$ cat src/rtl/spi_reg_bridge.sv
// -----------------------------------------------------------------------------
// spi_reg_bridge
//
// Turns the byte stream of spi_dev_core into single-cycle register accesses.
// Each chip-select frame starts with a command byte {dir, addr[6:0]}
// (dir 0 = write, 1 = read), followed by any number of data bytes.
// Write bytes go out on bus_we/bus_wdata. Read bytes are prefetched with
// bus_re and handed to the core through user_in.
//
// Optional feature (compile-time macro):
//   SPI_REG_BRIDGE_AUTOINC_EN  defined   -> address increments after each
//                                           data byte (burst access).
//                              undefined -> address stays at the command
//                                           address (FIFO-style access).
//
// Handshakes: user_out_stb and user_in_ack are single-cycle qualifiers with
// no back-pressure; a byte is consumed in the cycle its strobe is high, and
// a strobe seen while csn_state=1 is discarded. bus_we/bus_re are one-cycle
// strobes with no ready; bus_rdata is sampled one cycle after bus_re.
//
// Ports:
//   clk, rst_n          clock, asynchronous active-low reset
//   user_out[7:0]       received byte, qualified by user_out_stb
//   user_in[7:0]        next byte to transmit (registered)
//   user_in_ack         core has latched user_in
//   csn_state           synchronized chip select (1 = deselected)
//   csn_fall/csn_rise   frame start / frame end pulses
//   bus_addr[6:0]       register address
//   bus_wdata[7:0]      write data
//   bus_we/bus_re       one-cycle write / read strobes
//   bus_rdata[7:0]      read data, valid one cycle after bus_re
//   frame_cnt[7:0]      completed frames that carried a command byte
//   dbg_state[1:0]      FSM state (0 IDLE, 1 CMD, 2 WR, 3 RD)
// -----------------------------------------------------------------------------
module spi_reg_bridge (
    input  logic       clk,
    input  logic       rst_n,
    input  logic [7:0] user_out,
    input  logic       user_out_stb,
    output logic [7:0] user_in,
    input  logic       user_in_ack,
    input  logic       csn_state,
    input  logic       csn_fall,
    input  logic       csn_rise,
    output logic [6:0] bus_addr,
    output logic [7:0] bus_wdata,
    output logic       bus_we,
    output logic       bus_re,
    input  logic [7:0] bus_rdata,
    output logic [7:0] frame_cnt,
    output logic [1:0] dbg_state
);

    typedef enum logic [1:0] {
        ST_IDLE = 2'd0,
        ST_CMD  = 2'd1,
        ST_WR   = 2'd2,
        ST_RD   = 2'd3
    } state_t;

`ifdef SPI_REG_BRIDGE_AUTOINC_EN
    localparam logic [6:0] ADDR_STEP = 7'd1;
`else
    localparam logic [6:0] ADDR_STEP = 7'd0;
`endif

    state_t     r_state;
    state_t     w_next_state;

    logic [7:0] r_user_in;
    logic [6:0] r_bus_addr;
    logic [7:0] r_bus_wdata;
    logic       r_bus_we;
    logic       r_bus_re;
    logic       r_rd_pend;   // bus_rdata is valid this cycle
    logic       r_cmd_seen;  // current frame got past CMD
    logic [7:0] r_frame_cnt;

    logic       w_stb;
    logic       w_ack;
    logic       w_load_id;
    logic       w_addr_load;
    logic       w_we_set;
    logic       w_re_set;
    logic       w_rd_inc;

    // Bytes and acks only count while the frame is selected.
    assign w_stb = user_out_stb && !csn_state;
    assign w_ack = user_in_ack && !csn_state;

    // ---------------- state register ----------------
    always_ff @(posedge clk or negedge rst_n) begin
        if (!rst_n) begin
            r_state <= ST_IDLE;
        end else begin
            r_state <= w_next_state;
        end
    end

    // ---------------- next-state logic ----------------
    always_comb begin
        w_next_state = r_state;
        if (r_state == ST_IDLE) begin
            if (csn_fall) begin
                w_next_state = ST_CMD;
            end
        end else if (csn_state) begin
            w_next_state = ST_IDLE;
        end else if (r_state == ST_CMD && w_stb) begin
            w_next_state = user_out[7] ? ST_RD : ST_WR;
        end
    end

    // ---------------- output/control decode ----------------
    always_comb begin
        w_load_id   = 1'b0;
        w_addr_load = 1'b0;
        w_we_set    = 1'b0;
        w_re_set    = 1'b0;
        w_rd_inc    = 1'b0;
        case (r_state)
            ST_IDLE: w_load_id = csn_fall;
            ST_CMD: begin
                w_addr_load = w_stb;
                w_re_set    = w_stb && user_out[7];
            end
            ST_WR:   w_we_set = w_stb;
            ST_RD: begin
                w_rd_inc = w_ack;
                w_re_set = w_ack;
            end
            default: ;
        endcase
    end

    // ---------------- datapath ----------------
    always_ff @(posedge clk or negedge rst_n) begin
        if (!rst_n) begin
            r_user_in   <= 8'h00;
            r_bus_addr  <= 7'd0;
            r_bus_wdata <= 8'h00;
            r_bus_we    <= 1'b0;
            r_bus_re    <= 1'b0;
            r_rd_pend   <= 1'b0;
            r_cmd_seen  <= 1'b0;
            r_frame_cnt <= 8'h00;
        end else begin
            r_bus_we  <= w_we_set;
            r_bus_re  <= w_re_set;
            r_rd_pend <= r_bus_re;

            if (w_we_set) begin
                r_bus_wdata <= user_out;
            end

            // Address: loaded from the command byte; in a write burst it
            // steps in the cycle after the bus_we pulse, in a read burst it
            // steps together with the bus_re request caused by an ack.
            if (w_addr_load) begin
                r_bus_addr <= user_out[6:0];
            end else if (r_bus_we || w_rd_inc) begin
                r_bus_addr <= r_bus_addr + ADDR_STEP;
            end

            if (w_load_id) begin
                r_user_in <= 8'hA5;
            end else if (r_rd_pend && r_state == ST_RD) begin
                r_user_in <= bus_rdata;
            end

            if (w_load_id) begin
                r_cmd_seen <= 1'b0;
            end else if (w_addr_load) begin
                r_cmd_seen <= 1'b1;
            end

            if (csn_rise) begin
                if (r_cmd_seen) begin
                    r_frame_cnt <= r_frame_cnt + 8'd1;
                end
                r_cmd_seen <= 1'b0;
            end
        end
    end

    assign user_in   = r_user_in;
    assign bus_addr  = r_bus_addr;
    assign bus_wdata = r_bus_wdata;
    assign bus_we    = r_bus_we;
    assign bus_re    = r_bus_re;
    assign frame_cnt = r_frame_cnt;
    assign dbg_state = r_state;

endmodule

$ cat config.mk
export PLATFORM = sky130hd
export DESIGN_NAME = spi_reg_bridge
export DESIGN_NICKNAME = d
export VERILOG_FILES = /design/src/rtl/spi_reg_bridge.sv
export SDC_FILE = /design/constraint.sdc
export NUM_CORES = 1
export LEC_CHECK = 0
export ABC_AREA = 1
export ABC_CLOCK_PERIOD_IN_PS = 1500
export BUFFER_PORTS_ARGS = -buffer_cell sky130_fd_sc_hd__buf_2
export CAP_MARGIN = 20
export CORE_MARGIN = 10
export CORE_UTILIZATION = 33
export CTS_CLUSTER_SIZE = 14
export DETAILED_ROUTE_END_ITERATION = 10
export PLACE_DENSITY = 0.57
export SKIP_CTS_REPAIR_TIMING = 1
export SYNTH_ARGS = -nofsm -noshare
export SYNTH_HDL_FRONTEND = slang
export SYNTH_SLANG_ARGS = --single-unit
$ cat constraint.sdc
create_clock -name clk -period 1.5 [get_ports clk]
set_clock_uncertainty 0.2 [all_clocks]
set_input_delay 0 -clock clk [delete_from_list [all_inputs] [get_ports clk]]
set_output_delay 0 -clock clk [all_outputs]
set_load 0.05 [all_outputs]
# Yosys cells after proc, flatten, opt, wreduce, memory -nomap -nowiden
# Cells that the tools add are included.
# Widths: inputs -> output; s select.
[totals]
mem_bits_ro = 0
n_memories = 0
in_bits = 23
mem_bits_rw = 0
elab_cells = 41
reg_bits = 37
latchBits = 0
output_inout_bits = 35
[classes]
n_bitwise = 0
add_sub_neg = 1
div = 0
shifts = 0
magnitude_cmp = 0
muxes = 15
eq_ne = 4
reduce_logical = 12
n_mul = 0
[op_table]
columns = ["op", "n"]
rows = [
  ["$mux 8", 2],
  ["$add 8x1->8 const B", 1],
  ["$mux 2", 4],
  ["$mux 1", 7],
  ["$mux 7", 1],
  ["$reduce_bool 3->1", 2],
  ["$logic_and 1x1->1", 5],
  ["$eq 2x2->1 const B", 2],
  ["$reduce_and 2->1", 2],
  ["$eq 2x1->1 const B", 1],
  ["$logic_not 2->1", 1],
  ["$ne 2x2->1 const B", 1],
  ["$pmux 1 s2", 1],
  ["$reduce_bool 2->1", 1],
  ["$logic_not 1->1", 1],
]

# Logic depth before layout (Yosys ltp)
# Gate-level depths: netlist (run 1).
[logic_depth]
ltp_word = 6
depth_mapped = 7
ltp_nobuf = 7

# Least setup slack after synthesis (run 1)
# OpenSTA, ideal clock, no wires.
[synth_timing]
path_type = "flip-flop to flip-flop"
startpoint = "register r_state[1], in the netlist dbg_state[1]"
endpoint = "register r_user_in[1], in the netlist user_in[1]"
stages_incl_launch_ff = 6
t_required_ps = 1182
synth_period_minus_slack_ps = 1622
t_arrival_ps = 1304
setup_time_ps = 118
n_path_buf = 0
setup_slack_ps = -122
path_cell_list = "dfrtp_1 nand3_1 nand2_2 inv_2 nand2_1 nand2_1"
[synth_via]
elab_chain_cells = 3
word_cells_on_any_way = 6
classes_between = "eq/ne: 1; mux: 2; reduce/logical: 3"
[synth_lines]
columns = ["item", "line", "source"]
rows = [
  ["start, declared", "67", "state_t r_state;"],
  ["start signal, assigned", "96", "r_state <= w_next_state;"],
  ["$logic_not 2->1 / $eq 2x2->1 (equally long branches)", "121, 167", ""],
  ["$mux 1 / $logic_and 1x1->1 (equally long branches)", "121, 167", ""],
  ["$mux 8 / $reduce_bool 2->1 (equally long branches)", "n/a", ""],
  ["end signal, assigned", "168", "r_user_in <= bus_rdata;"],
  ["end, declared", "70", "logic [7:0] r_user_in;"],
]
# Several ways; a longest one is shown, not always the timed one.
# A chain may end at the register's enable or synchronous reset.

# Worst setup path in the final report (run 1)
[layout_timing]
startpoint = "register r_state[1], in the netlist dbg_state[1]"
endpoint = "register r_user_in[4], in the netlist user_in[4]"
# The elaborated chain is that of the path after synthesis.

==> results.rst, run 1 <==
.. list-table::
   :header-rows: 1

   * - Metric
     - Value
   * - Horizontal die dimension
     - 88.51 um
   * - Final routed DRC violation total
     - 0
   * - Antenna violation net count after detailed routing
     - 0
   * - Vias after detailed routing
     - 1320
   * - Run status
     - finished, violations left
   * - Post-route standard cell area excluding fillers
     - 2212 sq um
   * - Count leader, synth
     - sky130_fd_sc_hd__nand2_1
   * - Final antenna diode count
     - 0
   * - Highest clock frequency the design can meet
     - 747.9 MHz
   * - Fin nets
     - 274
   * - RD Place Congestion
     - 0.8320
   * - Top cell type's share of synthesized area
     - 0.5977
   * - Number of optimization iterations in the first detailed-route pass
     - 6
   * - Via count of the first global-routing pass
     - 1304
   * - Most numerous cell types in the synthesized netlist
     - sky130_fd_sc_hd__nand2_1, sky130_fd_sc_hd__dfrtp_1, sky130_fd_sc_hd__inv_1
   * - Type of element launching the critical path
     - flop
   * - Top area cells in the synthesized netlist
     - sky130_fd_sc_hd__dfrtp_1, sky130_fd_sc_hd__nand2_1, sky130_fd_sc_hd__inv_1
   * - Final Util
     - 0.4977
   * - Die Span Y
     - 88.51 um
   * - Nature of the critical path endpoint
     - flop
   * - Final critical delay including setup and external delays
     - 1.337 ns
   * - Startpoint of the most critical setup path
     - dbg_state[1]
   * - Peak supply drop
     - 1.248 mV
   * - Power density cells
     - 1886 nW/um^2
   * - Antenna violations before repair
     - 0
   * - Critical setup path kind
     - flop to flop
   * - Area of the mapped netlist
     - 1549 sq um
   * - Number of standard cells in the final layout excluding fillers
     - 303
   * - Starting Density
     - 0.3485
   * - Fraction of layout cells with a size suffix above 1
     - 0.3466
   * - Number of DRC markers after the initial detailed-route iteration
     - 17
   * - Violated checks
     - negative hold slack
   * - Hold/Removal Path Class
     - input port to asynchronous set/reset pin
   * - Actual slew at the worst max-slew pin
     - 0.4215 ns
   * - Register clock-pin slew on the reported worst setup and hold paths
     - 0.07 ns
   * - Maximum buffer depth of the clock tree
     - 2
   * - CTS H-Tree Depth
     - 2
   * - Overflow left after global routing
     - 0
   * - Number of top-level pins
     - 58
   * - Cell at the root of the clock tree
     - sky130_fd_sc_hd__clkbuf_8
   * - Total design power
     - 4.171 mW
   * - Count of unique library cells instantiated by Yosys
     - 22
   * - Worst flop-to-flop path startpoint
     - dbg_state[1]
   * - Worst setup slack before clock tree synthesis
     - 0.1696 ns
   * - Crit-path max FO
     - 9
   * - Count of final setup violators
     - 0
   * - Max-slew violations
     - 0
   * - Setup slack of the critical path after layout
     - 0.1629 ns
   * - Count of max-cap constraint violations
     - 0
   * - Detail-routed net length per standard cell
     - 12.59 um
   * - Accumulated negative setup slack
     - 0 ns
   * - EDFF count, synth
     - 0
   * - Number of nets produced by synthesis
     - 186
   * - Number of input and output port buffers inserted
     - 57
   * - Area post-placement
     - 1912 sq um
   * - Clock tree from TritonCTS
     - done
   * - Lkg Pwr
     - 1.187 nW
   * - Worst-Skew Late Latency
     - 0.28 ns
   * - Routed vias/inst
     - 4.356
   * - Asr flop ratio synth
     - 1.000
   * - Required time at the worst-slack endpoint
     - 1.47 ns
   * - Post-Syn Instances
     - 162
   * - Gr usage total
     - 0.09566
   * - Yosys Warn Count
     - 0
   * - Count of standard-cell rows
     - 24
   * - Count of state elements after synthesis
     - 37
   * - HPWL after DPL
     - 2796 um
   * - Area of the die
     - 7834 sq um
   * - Number of sinks handled by clock tree synthesis
     - 37
   * - Sequential element share of the synthesized area
     - 0.5977
   * - Wire length after detailed routing
     - 3814 um
   * - Final worst-path cycle share
     - 0.8914
   * - Ys flop type
     - sky130_fd_sc_hd__dfrtp_1
   * - Synth Area per Inst
     - 9.562 sq um
   * - Yosys top cell by area
     - sky130_fd_sc_hd__dfrtp_1
   * - Final Hold Slack
     - -0.01799 ns
   * - Area growth syn-to-layout
     - 42.81%
   * - Count of endpoints failing hold in the final timing report
     - 17
   * - RSZ-0062 raised after global routing
     - no
   * - Wire length of the first global-routing pass
     - 5892 um
   * - Number of instances in the placed design
     - 273
   * - Slew margin rel.
     - 0.7190
   * - Arrival @ worst endpoint
     - 1.31 ns
   * - Number of buffers created by CTS
     - 5
   * - Area inside the core boundary
     - 4444 sq um
   * - Maximum number of pins on one net before global-route repair
     - 20
flip-flops by register name (all words and copies together) (netlist names):
signal and cells:
r_cmd_seen 1, bus_re 1, bus_addr 7, user_in 8
r_rd_pend 1, frame_cnt 8, bus_we 1, dbg_state 2
bus_wdata 8
path summary, 6_finish.rpt:
| check | to | slack, ns | cells past startpoint |
|---|---|---|---|
| max | user_in[4] | 0.16 | 6 |
| min | frame_cnt[4] | -0.02 | 2 |
| max reg2reg | user_in[4] | 0.16 | 6 |
| min reg2reg | r_rd_pend | 0.17 | 0 |
| max in group asynchronous | frame_cnt[0] | 0.61 | 3 |
| min in group clk | r_rd_pend | 0.17 | 0 |
logic make-up after synthesis:
| group | share of synthesized area |
|---|---|
| mux | 0.007269 |
| simple gates | 0.2132 |
| compound gates | 0.08078 |
| flops | 0.5977 |
| xor+xnor | 0.02262 |
| buf+inv | 0.07028 |
| fa+ha+maj | 0.008076 |
worst max-delay path, cell delays in order (launching register included):
cell and delay, ns:
sky130_fd_sc_hd__dfrtp_2 0.44, sky130_fd_sc_hd__inv_1 0.13, sky130_fd_sc_hd__nand3_4 0.12, sky130_fd_sc_hd__nand2_2 0.16, sky130_fd_sc_hd__inv_2 0.07, sky130_fd_sc_hd__nand2_1 0.06
sky130_fd_sc_hd__nand2_1 0.05
cell type report:
| cell class | count | area (sq um) |
|---|---|---|
| fillers | 418 | 2232 |
| well taps | 52 | 65.06 |
| multi-input cells | 100 | 514.2 |
| clock buffers | 8 | 80.08 |
| flip-flops and latches | 37 | 930.9 |
| repair buffers | 83 | 535.5 |
| inverters | 23 | 86.33 |
where the power goes:
group          internal, mW  leakage, nW  switching, mW
clock                 0.330       0.0395          0.322
combinational         0.477        0.704           1.54
sequential             1.31        0.444          0.193
layer usage:
metal  wire [um]  vias to the layer above  track usage
met4          32                        0      0.02643
met2        1728                       41       0.1480
met5           0                        -            0
met1        1660                      594       0.1064
met3         393                        5      0.06250
li1            -                      680            -
placed cells by master (no fill, tap or decap):
| master | Yosys | layout |
|---|---|---|
| sky130_fd_sc_hd__dfrtp_2 | 0 | 4 |
| sky130_fd_sc_hd__nand3_2 | 1 | 1 |
| sky130_fd_sc_hd__o21ai_1 | 8 | 8 |
| sky130_fd_sc_hd__a21oi_1 | 1 | 1 |
| sky130_fd_sc_hd__nand3_4 | 1 | 1 |
| sky130_fd_sc_hd__clkbuf_8 | 0 | 5 |
| sky130_fd_sc_hd__o21ai_2 | 8 | 8 |
| sky130_fd_sc_hd__inv_1 | 21 | 21 |
| sky130_fd_sc_hd__clkbuf_1 | 0 | 3 |
| sky130_fd_sc_hd__ha_1 | 1 | 1 |
| sky130_fd_sc_hd__mux2_2 | 1 | 1 |
| sky130_fd_sc_hd__buf_4 | 0 | 4 |
| sky130_fd_sc_hd__nand3b_1 | 1 | 1 |
| sky130_fd_sc_hd__buf_2 | 0 | 57 |
| sky130_fd_sc_hd__xnor2_1 | 2 | 2 |
| sky130_fd_sc_hd__nor3_1 | 1 | 1 |
| sky130_fd_sc_hd__xor2_1 | 2 | 2 |
| sky130_fd_sc_hd__nand3_1 | 9 | 9 |
| sky130_fd_sc_hd__dlygate4sd3_1 | 0 | 22 |
| sky130_fd_sc_hd__nand2_2 | 2 | 2 |
| sky130_fd_sc_hd__nor2_1 | 16 | 16 |
| sky130_fd_sc_hd__nand2_1 | 41 | 41 |
| sky130_fd_sc_hd__dfrtp_1 | 37 | 33 |
| sky130_fd_sc_hd__nand4_1 | 1 | 1 |
| sky130_fd_sc_hd__inv_2 | 2 | 2 |
| sky130_fd_sc_hd__nor2_2 | 2 | 2 |
| sky130_fd_sc_hd__o21ai_0 | 2 | 2 |
Note: power is estimated with default switching activity, not from simulation.
==> inputs of run 2 (changes only) <==
--- a/config.mk
+++ b/config.mk
@@ -10,10 +10,11 @@
 export BUFFER_PORTS_ARGS = -buffer_cell sky130_fd_sc_hd__buf_2
 export CAP_MARGIN = 20
 export CORE_MARGIN = 10
-export CORE_UTILIZATION = 33
+export CORE_UTILIZATION = 35
 export CTS_CLUSTER_SIZE = 14
 export DETAILED_ROUTE_END_ITERATION = 10
-export PLACE_DENSITY = 0.57
+export MAX_ROUTING_LAYER = met4
+export PLACE_DENSITY = 0.6
 export SKIP_CTS_REPAIR_TIMING = 1
 export SYNTH_ARGS = -nofsm -noshare
 export SYNTH_HDL_FRONTEND = slang
==> run 2 against run 1 <==
  * The flow now finishes without violations
  * Die area down 4.4%
  * Combinational power about the same
  * Cell count down 0.33%
  * Wire length down 2.8%
  * Global-route usage up 0.63 points
  * Register-to-register slack about the same
  * Final area up 0.62%
  * Clock power up 5.7%
  * Sequential share of layout area down 0.26 points
  * Worst setup slack better by 0.0094 ns
  * Count of clock-buffer cells in the layout down 1
  * Via count down 2.5%
  * Largest power group unchanged
  * Highest routed layer unchanged
==> results.rst, run 2 (synthesis gave the netlist of run 1 again) <==
.. list-table::
   :header-rows: 1

   * - Metric
     - Value
   * - Run status
     - finished clean
   * - Highest clock frequency the design can meet
     - 753.2 MHz (+0.71%)
   * - Via count of the first global-routing pass
     - 1310 (+0.46%)
   * - Lkg Pwr
     - 1.193 nW (+0.47%)
   * - Worst-Skew Late Latency
     - 0.28 ns (about the same)
   * - Arrival @ worst endpoint
     - 1.30 ns (about the same)
   * - RSZ-0062 raised after global routing
     - no
   * - Number of sinks handled by clock tree synthesis
     - 37 (unchanged)
   * - Gr usage total
     - 0.1019 (+0.006259)
   * - Vias after detailed routing
     - 1287 (-2.5%)
   * - Nature of the critical path endpoint
     - flop
   * - Max-slew violations
     - 0 (unchanged)
   * - Actual slew at the worst max-slew pin
     - 0.4670 ns (+0.04545 ns)
   * - Final Hold Slack
     - 0.006229 ns (+0.02422 ns)
   * - Post-route standard cell area excluding fillers
     - 2226 sq um (+0.62%)
   * - Detail-routed net length per standard cell
     - 12.27 um (-2.5%)
   * - Number of buffers created by CTS
     - 5 (unchanged)
   * - Routed vias/inst
     - 4.262 (-2.2%)
   * - Number of DRC markers after the initial detailed-route iteration
     - 34 (+17)
   * - Maximum buffer depth of the clock tree
     - 2 (unchanged)
   * - Crit-path max FO
     - 9 (unchanged)
   * - Type of element launching the critical path
     - flop
   * - Area growth syn-to-layout
     - 43.70%
   * - Starting Density
     - 0.3582 (+0.009682)
   * - Register clock-pin slew on the reported worst setup and hold paths
     - 0.07 ns (about the same)
   * - Final worst-path cycle share
     - 0.8851 (-0.006258)
   * - Area inside the core boundary
     - 4324 sq um (-2.7%)
   * - Area of the die
     - 7487 sq um (-4.4%)
   * - Reg2Reg Depth
     - 6 (unchanged)
   * - Count of standard-cell rows
     - 24 (unchanged)
   * - Overflow left after global routing
     - 0 (unchanged)
   * - Antenna violations before repair
     - 0 (unchanged)
   * - Slew margin rel.
     - 0.6887 (-0.03030)
   * - Cell at the root of the clock tree
     - sky130_fd_sc_hd__clkbuf_8
   * - Wire length after detailed routing
     - 3706 um (-2.8%)
   * - Final critical delay including setup and external delays
     - 1.328 ns (-0.009387 ns)
   * - Maximum number of pins on one net before global-route repair
     - 22 (+10%)
   * - Horizontal die dimension
     - 86.53 um (-2.2%)
   * - Antenna violation net count after detailed routing
     - 0 (unchanged)
   * - Leading cell types in the layout, fill and taps excluded
     - sky130_fd_sc_hd__buf_2, sky130_fd_sc_hd__nand2_1, sky130_fd_sc_hd__dfrtp_1, sky130_fd_sc_hd__dlygate4sd3_1, sky130_fd_sc_hd__inv_1
   * - Fraction of layout cells with a size suffix above 1
     - 0.3560 (+0.009386)
   * - Number of optimization iterations in the first detailed-route pass
     - 4 (-2)
   * - Clock tree from TritonCTS
     - done
   * - Count of max-cap constraint violations
     - 0 (unchanged)
   * - Commonest non-fill, non-tap cell in the layout
     - sky130_fd_sc_hd__buf_2
   * - Wire length of the first global-routing pass
     - 6072 um (+3.1%)
   * - Power density cells
     - 1891 nW/um^2 (+0.29%)
   * - Critical setup path kind
     - flop to flop
   * - Count of endpoints failing hold in the final timing report
     - 0 (-17)
   * - Final antenna diode count
     - 0 (unchanged)
   * - CTS H-Tree Depth
     - 2 (unchanged)
   * - Hold/Removal Path Class
     - input port to asynchronous set/reset pin
   * - Accumulated negative setup slack
     - 0 ns (unchanged)
   * - HPWL after DPL
     - 2727 um (-2.5%)
   * - Number of top-level pins
     - 58 (unchanged)
   * - Fin nets
     - 274 (unchanged)
   * - Count of final setup violators
     - 0 (unchanged)
   * - Number of input and output port buffers inserted
     - 57 (unchanged)
   * - Area post-placement
     - 1912 sq um (unchanged)
   * - Final routed DRC violation total
     - 0 (unchanged)
   * - RD Place Congestion
     - 0.7952 (-4.4%)
   * - Die Span Y
     - 86.53 um (-2.2%)
   * - Peak supply drop
     - 1.155 mV (-7.5%)
   * - Required time at the worst-slack endpoint
     - 1.47 ns (about the same)
==> run 2: worst paths after layout <==
kind / start / to / slack [ns]
worst max-delay path: dbg_state[1] / user_in[6] / 0.17
worst min register to register: bus_re / r_rd_pend / 0.17
worst max register to register: dbg_state[1] / user_in[6] / 0.17
worst min-delay path: rst_n / user_in[2] / 0.006
max in group asynchronous: rst_n / user_in[5] / 0.55
min in group clk: bus_re / r_rd_pend / 0.17
==> run 2: layer usage <==
metal	vias to the layer above	global-route usage	wire length, um
met2	41	0.1409	1642
met5	-	-	0
li1	677	-	-
met1	565	0.1293	1762
met4	0	0.03093	29
met3	4	0.04690	271
==> run 2: power breakdown <==
part	internal, mW	switching [mW]	total (mW)
Sequential	1.31	0.197	1.51
Combinational	0.479	1.53	2.01
Clock	0.364	0.323	0.688
Total	2.16	2.05	4.21
==> run 2: metrics by stage <==
stage	cells	util	setup WS (ns)	power, mW
finish	302	0.5148	0.1723	4.209
global route	302	0.5148	0.02049	4.483
CTS	280	0.4621	0.1228	4.218
detailed placement	273	0.4421	0.1418	3.509
global placement	273	0.4421	0.2066	3.501
floorplan	162	-	0.01514	3.011
==> run 2: critical path: stages (launching register included) <==
cell and delay (ns):
sky130_fd_sc_hd__dfrtp_2 0.44, sky130_fd_sc_hd__inv_1 0.13, sky130_fd_sc_hd__nand3_4 0.13, sky130_fd_sc_hd__nand2_4 0.13, sky130_fd_sc_hd__inv_2 0.07, sky130_fd_sc_hd__nand2_1 0.06
sky130_fd_sc_hd__nand2_1 0.05
==> run 2: area by class of cell <==
cell class	instances	area [sq um]
flip-flops and latches	37	930.9
multi-input cells	100	521.8
inverters	23	86.33
well taps	52	65.06
repair buffers	83	535.5
clock buffers	7	86.33
fillers	418	2098
